==> config.mk <==
export PLATFORM = sky130hd
export DESIGN_NAME = exu_cal_arb
export DESIGN_NICKNAME = d
export VERILOG_FILES = /design/src/rtl/exu_cal_arb.sv
export SDC_FILE = /design/constraint.sdc
export NUM_CORES = 1
export LEC_CHECK = 0
export CAP_MARGIN = 20
export CORE_AREA = 2 2 145 147
export DETAILED_ROUTE_END_ITERATION = 10
export DIE_AREA = 0 0 147 149
export PLACE_DENSITY = 0.68
export SYNTH_ARGS = -nofsm -noshare
export SYNTH_HDL_FRONTEND = slang
export SYNTH_SLANG_ARGS = --single-unit
export TNS_END_PERCENT = 30
==> constraint.sdc <==
create_clock -name clk -period 2.9 [get_ports clk]
set_input_delay 0.29 -clock clk [delete_from_list [all_inputs] [get_ports clk]]
set_output_delay 0.29 -clock clk [all_outputs]
set_load 0.01 [all_outputs]
==> src/rtl/exu_cal_arb.sv <==
// Round-robin arbiter that lets three requesters (ALU, BJU, LSU-AGU) share one
// calculation centre, keeping a single transaction in flight at any time.
//
// state | meaning
// IDLE  | no transaction; a waiting request is granted in this cycle
// ISSUE | latched bundle offered to the calc centre until it is accepted
// WAIT  | bundle accepted, waiting for the result
// DONE  | result returned to the owning requester for one cycle
module exu_cal_arb #(
  parameter int OPB_W = 73,
  parameter int NREQ  = 3
) (
  input  logic              clk,
  input  logic              rst,
  input  logic [NREQ-1:0]   hs_rq4arb_val,
  output logic [NREQ-1:0]   hs_arb4rq_rdy,
  input  logic [OPB_W-1:0]  i_rq0_opb,
  input  logic [OPB_W-1:0]  i_rq1_opb,
  input  logic [OPB_W-1:0]  i_rq2_opb,
  output logic [NREQ-1:0]   o_res_val,
  output logic [31:0]       o_res,
  output logic              hs_arb4cal_val,
  input  logic              hs_cal4arb_rdy,
  output logic [OPB_W-1:0]  o_cal_opb,
  input  logic              i_cal_res_val,
  input  logic [31:0]       i_cal_res,
  output logic              o_busy
);

  typedef enum logic [1:0] {
    IDLE  = 2'd0,
    ISSUE = 2'd1,
    WAIT  = 2'd2,
    DONE  = 2'd3
  } state_t;

  state_t            state, state_nxt;
  logic [1:0]        ptr;
  logic [1:0]        id_q;
  logic [OPB_W-1:0]  opb_q;
  logic [31:0]       res_q;

  logic [1:0]        cand0, cand1, cand2;
  logic [1:0]        win_id;
  logic              win_val;
  logic [OPB_W-1:0]  win_opb;
  logic              res_take;

  function automatic logic [1:0] nxt_idx(input logic [1:0] x);
    return (x == 2'd2) ? 2'd0 : x + 2'd1;
  endfunction

  // Search order ptr, ptr+1, ptr+2 (mod 3); earlier candidates win.
  always_comb begin
    cand0   = ptr;
    cand1   = nxt_idx(cand0);
    cand2   = nxt_idx(cand1);
    win_val = |hs_rq4arb_val;
    if (hs_rq4arb_val[cand0])      win_id = cand0;
    else if (hs_rq4arb_val[cand1]) win_id = cand1;
    else                           win_id = cand2;
    case (win_id)
      2'd0:    win_opb = i_rq0_opb;
      2'd1:    win_opb = i_rq1_opb;
      default: win_opb = i_rq2_opb;
    endcase
  end

  always_ff @(posedge clk) begin
    if (rst) state <= IDLE;
    else     state <= state_nxt;
  end

  always_comb begin
    state_nxt = state;
    res_take  = 1'b0;
    case (state)
      IDLE:  if (win_val) state_nxt = ISSUE;
      ISSUE: if (hs_cal4arb_rdy) begin
               res_take  = i_cal_res_val;
               state_nxt = i_cal_res_val ? DONE : WAIT;
             end
      WAIT:  if (i_cal_res_val) begin
               res_take  = 1'b1;
               state_nxt = DONE;
             end
      default: state_nxt = IDLE;
    endcase
  end

  always_ff @(posedge clk) begin
    if (rst) begin
      ptr   <= 2'd0;
      id_q  <= 2'd0;
      opb_q <= '0;
      res_q <= '0;
    end else begin
      if (state == IDLE && win_val) begin
        id_q  <= win_id;
        opb_q <= win_opb;
      end
      if (res_take) res_q <= i_cal_res;
      if (state == DONE) ptr <= nxt_idx(id_q);
    end
  end

  // Outputs are forced low while rst is asserted, even before state settles.
  always_comb begin
    hs_arb4rq_rdy  = '0;
    o_res_val      = '0;
    o_res          = '0;
    hs_arb4cal_val = 1'b0;
    o_cal_opb      = '0;
    o_busy         = 1'b0;
    if (!rst) begin
      o_busy = (state != IDLE);
      case (state)
        IDLE:  if (win_val) hs_arb4rq_rdy = NREQ'(3'b001 << win_id);
        ISSUE: begin
                 hs_arb4cal_val = 1'b1;
                 o_cal_opb      = opb_q;
               end
        DONE:  begin
                 o_res_val = NREQ'(3'b001 << id_q);
                 o_res     = res_q;
               end
        default: ;
      endcase
    end
  end

endmodule

# [After elaboration in Yosys (flattened, before gate mapping)]
# Cells that the tools add are included.
[word_totals] ff_bits=111 wordCells=58 in_bits=258 output_inout_bits=113
[op_classes] reduce_logical=6 add_sub_neg=3 shifts=2 order_cmp=2 n_mux=30 n_eq_ne=10
[ops] op="73-bit two-way mux" n=2
[ops] op="73-bit one-hot mux with 2 select lines" n=1
[ops] op="32-bit two-way mux" n=2
[ops] op="2-bit two-way mux" n=8
[ops] op="3-bit two-way mux" n=5
[ops] op="2-bit == test (second input constant)" n=5
[ops] op="1-bit two-way mux" n=8
[ops] op="2-bit by 1-bit adder with 2-bit output (second input constant)" n=3
[ops] op="2-bit by 3-bit < comparator with 1-bit output (second input constant)" n=2
[ops] op="2-bit != test (second input constant)" n=3
[ops] op="2-bit one-hot mux with 3 select lines" n=1
[ops] op="1-bit by 2-bit << shifter with 3-bit output (first input constant)" n=2
[ops] op="1-bit binary-select mux with 2-bit select" n=2
[ops] op="2-bit by 1-bit == test with 1-bit output (second input constant)" n=2
[ops] op="2-bit zero test" n=2
[ops] op="3-bit AND reduction" n=1
[ops] op="3-bit OR reduction" n=1
[ops] op="1-bit one-hot mux with 2 select lines" n=1
[ops] op="2-bit nonzero test" n=1
[ops] op="1-bit logical AND" n=1

# [Longest topological paths before layout]
[logic_depth] depth_word=10 ltp_mapped=8 ltp_nobuf=6

# [Worst setup path after synthesis]
# Ideal clock, no wire load.
[synth_timing] path_type="register -> output" from="register state[0]" to="output port hs_arb4rq_rdy[1]" stages_incl_launch_ff=8 t_arrival_ns=1.499 path_buffers=2 required_time_ns=2.610 path_slack_ns=1.111 cell_sequence="dfxtp_1 -> inv_1 -> ha_1 -> o31ai_4 -> nor2_1 -> buf_2 -> buf_2 -> and3_1"
[synth_via] elab_chain_len=3
[synth_lines] element="start, declared" line="37" source="state_t state, state_nxt;"
[synth_lines] element="start signal, assigned" line="71" source="else state <= state_nxt;"
[synth_lines] element="2-bit zero test" line="117" source="case (state)"
[synth_lines] element="3-bit two-way mux" line="117"
[synth_lines] element="3-bit two-way mux" line="115" source="if (!rst) begin"
[synth_lines] element="end, declared" line="16" source="output logic [NREQ-1:0] hs_arb4rq_rdy,"
# Every way passes these cells.

# [Final worst setup path]
[layout_timing] from="register state[0]" to="output port o_cal_opb[49]"
[layout_via] elab_chain_len=3
[layout_lines] element="2-bit by 1-bit == test with 1-bit output" line="117"
[layout_lines] element="73-bit two-way mux" line="117"
[layout_lines] element="73-bit two-way mux" line="115"
[layout_lines] element="end, declared" line="24" source="output logic [OPB_W-1:0] o_cal_opb,"
# Every way passes these cells.

==> results.md <==
- FMAX: 381 MHz
- Final WL: 24400 um
- Latest clock arrival within the worst-skew pair: 0.35 ns
- Leak: 3.39 nW
- Chip Width: 147 um
- Clk pwr share: 0.229
- Worst setup EP type: primary output
- Vias in the first global route: 6418
- Sequential group share of total power: 0.364
- Cell area after synthesis: 5920 um2
- CTS sink count: 111
- Clock root cell: clkbuf_16
- Pre-CTS WS: 0.428 ns
- Diodes inserted: 0
- Total negative slack: 0 ns
- Max Cap Violations: 0
- Top cell type's share of synthesized area: 0.375
- Post-CTS setup repair buffer count: 0
- Slew headroom: 0.417
- CTS clk-pin slew, worst paths: 0.07 ns
- Layout cells sized above 1: 0.0444
- Pins Over Slew Limit: 0
- Core ar.: 20600 um2
- DR iter-0 viols: 275
- Initial antenna violation count: 0
- Setup violators final: 0
- Switching portion of total power: 0.364
- Final instance area: 10100 um2
- Routed vias/inst: 5.24
- Most frequent cells in the layout: clkdlybuf4s50_1, a32oi_1, dfxtp_1, and2_1, o31ai_1
- Worst EP arrival: 2.34 ns
- Multi-input gate area: 3310 um2
- Tmin final: 2.63 ns
- Switching Power: 2.12 mW
- Placement Rows: 53
- Final WS setup: 0.273 ns
- IO Port Bufs: 370
- Antenna viol nets, final: 0
- Syn_area_per_cell: 8.77 um2
- Fill count: 1998
- Largest net degree at the start of global routing: 77
- Hold WC Path Type: in -> reg
- GPL Wtd Cong: 0.781
- Top Ports: 371
- CTS Hold Buffers Added: 0
- Worst reg2reg path depth: 7
- Synth Flop Type: dfxtp_1
- Hold path depth: 2
- Clk_skew: 0.00642 ns
- Slew of the pin with the lowest slew margin: 0.874 ns
- Final hold violations: 0
- CP startpoint kind: register
- Final HPWL DP: 16800 um
- Yosys reg bits: 111
- PD cells: 576 nW/um2
- Reg area: 2220 um2
- H-tree depth: 3
- Nets@finish: 1250
- Worst-path fanout max: 37
- CTS Buf Count: 9
- Area after DPL: 9790 um2
- Hold path start: rst
- Layout area overhead: 70.8%
- Drt drc: 0
- Total GRT Usage: 0.211
- Synth top area cells: dfxtp_1, a32oi_1, and2_1
- Area leader, netlist: dfxtp_1
- DR WL/cell: 19.3 um
- First-pass DRT Iterations: 5
- Combinational power share: 0.407
- Total gr overflow: 0
- Die Y: 149 um
- First-pass GRT wire length: 36700 um
- EDFF count, synth: 0
- Clock buffer depth: 2
- FF-to-FF Start: state[0]
- Initial core utilization: 0.288
- RSZ-0062 raised after global routing: no
- Commonest non-fill, non-tap cell in the layout: clkdlybuf4s50_1
- Mapped Cells: 675
- Syn_nets: 938
- Status: completed
- Post-synthesis sequential area ratio: 0.375
- Maximum vdd drop: 0.392 mV
- WP data required: 2.61 ns
- Cell internal pwr: 3.70 mW
- TritonCTS clock tree: built
- Via Count: 6644
- Synth async-reset ratio: 0
- Yosys Warn Count: 0
- CP startpoint: state[0]
- Worst setup path category: reg -> out
- Die area: 21900 um2
- Post-synthesis cell type count: 32
- CTS resizes: 0
- Final period util: 0.906
state kept, by name, summed over array words and instances, names as in the netlist:
| register | flops |
|---|---|
| state | 2 |
| opb_q | 73 |
| res_q | 32 |
| id_q | 2 |
| cand0 | 2 |
per-layer routing:
metal  vias up  part of all wire  track usage  routed length (um)
li1       3227                 -            -                   -
met3        38             0.080       0.0590                1960
met1      3114              0.41        0.256               10100
met5         -                 0            0                   0
met4         0             0.026       0.0774                 639
met2       265              0.48        0.358               11700
metrics by stage:
| stage | hold WS (ns) | instances | total power, mW | utilization |
|---|---|---|---|---|
| 2_1_floorplan | 0.426 | 675 | 3.48 | - |
| 3_3_place_gp | 0.436 | 1251 | 4.49 | 0.476 |
| 3_5_place_dp | 0.442 | 1251 | 4.52 | 0.476 |
| 4_1_cts | 0.195 | 1267 | 5.88 | 0.492 |
| 5_1_grt | 0.219 | 1267 | 6.18 | 0.492 |
| 6_report | 0.220 | 1267 | 5.82 | 0.492 |
synthesized netlist by cell type (all sizes together), types with 2 or more instances:
cell type and count:
a21oi 34, a32oi 146, and2 107, and3 2, buf 44, clkbuf 43, dfxtp 111, ha 5
inv 5, mux2i 3, nand2 65, nand2b 5, nand3 2, nand3b 2, nor2 10, nor2b 4
nor3 3, nor3b 2, o31ai 74
worst max-delay path: stages (launching register included):
cell and delay, ns:
dfxtp_1 0.41, ha_1 0.25, nor2b_4 0.17, buf_4 0.32, and2_1 0.19, clkdlybuf4s50_1 0.62
power groups by stage:
stage,registers (mW),logic [mW],clock network [mW]
after global routing,2.17,2.58,1.43
after floorplan,2.09,1.39,0
final,2.12,2.37,1.34
after CTS,2.11,2.38,1.39
after global placement,2.14,2.35,0
after detailed placement,2.14,2.38,0
final timing paths:
| path | endpoint | slack (ns) |
|---|---|---|
| min reg2reg | res_q[30] | 0.45 |
| min | res_q[29] | 0.22 |
| max | o_cal_opb[49] | 0.27 |
| max reg2reg | opb_q[45] | 0.78 |
cell type report:
type	count	share of cell area
clock buffers	11	0.0250
clock inverters	5	0.00631
inverters	5	0.00186
multi-input cells	472	0.327
flip-flops and latches	111	0.220
well taps	275	0.0340
repair buffers	388	0.386
logic make-up (layout without fill, tap and decap cells):
group | Yosys count | count (layout) | share of synthesized area
AO/OA/AOI/OAI | 260 | 260 | 0.350
AND/OR/NAND/NOR | 204 | 204 | 0.185
flip-flops | 111 | 111 | 0.375
buffers and inverters | 92 | 409 | 0.0740
adder cells (fa/ha/maj) | 5 | 5 | 0.0106
multiplexers | 3 | 3 | 0.00507
Note: power is estimated with default switching activity, not from simulation.
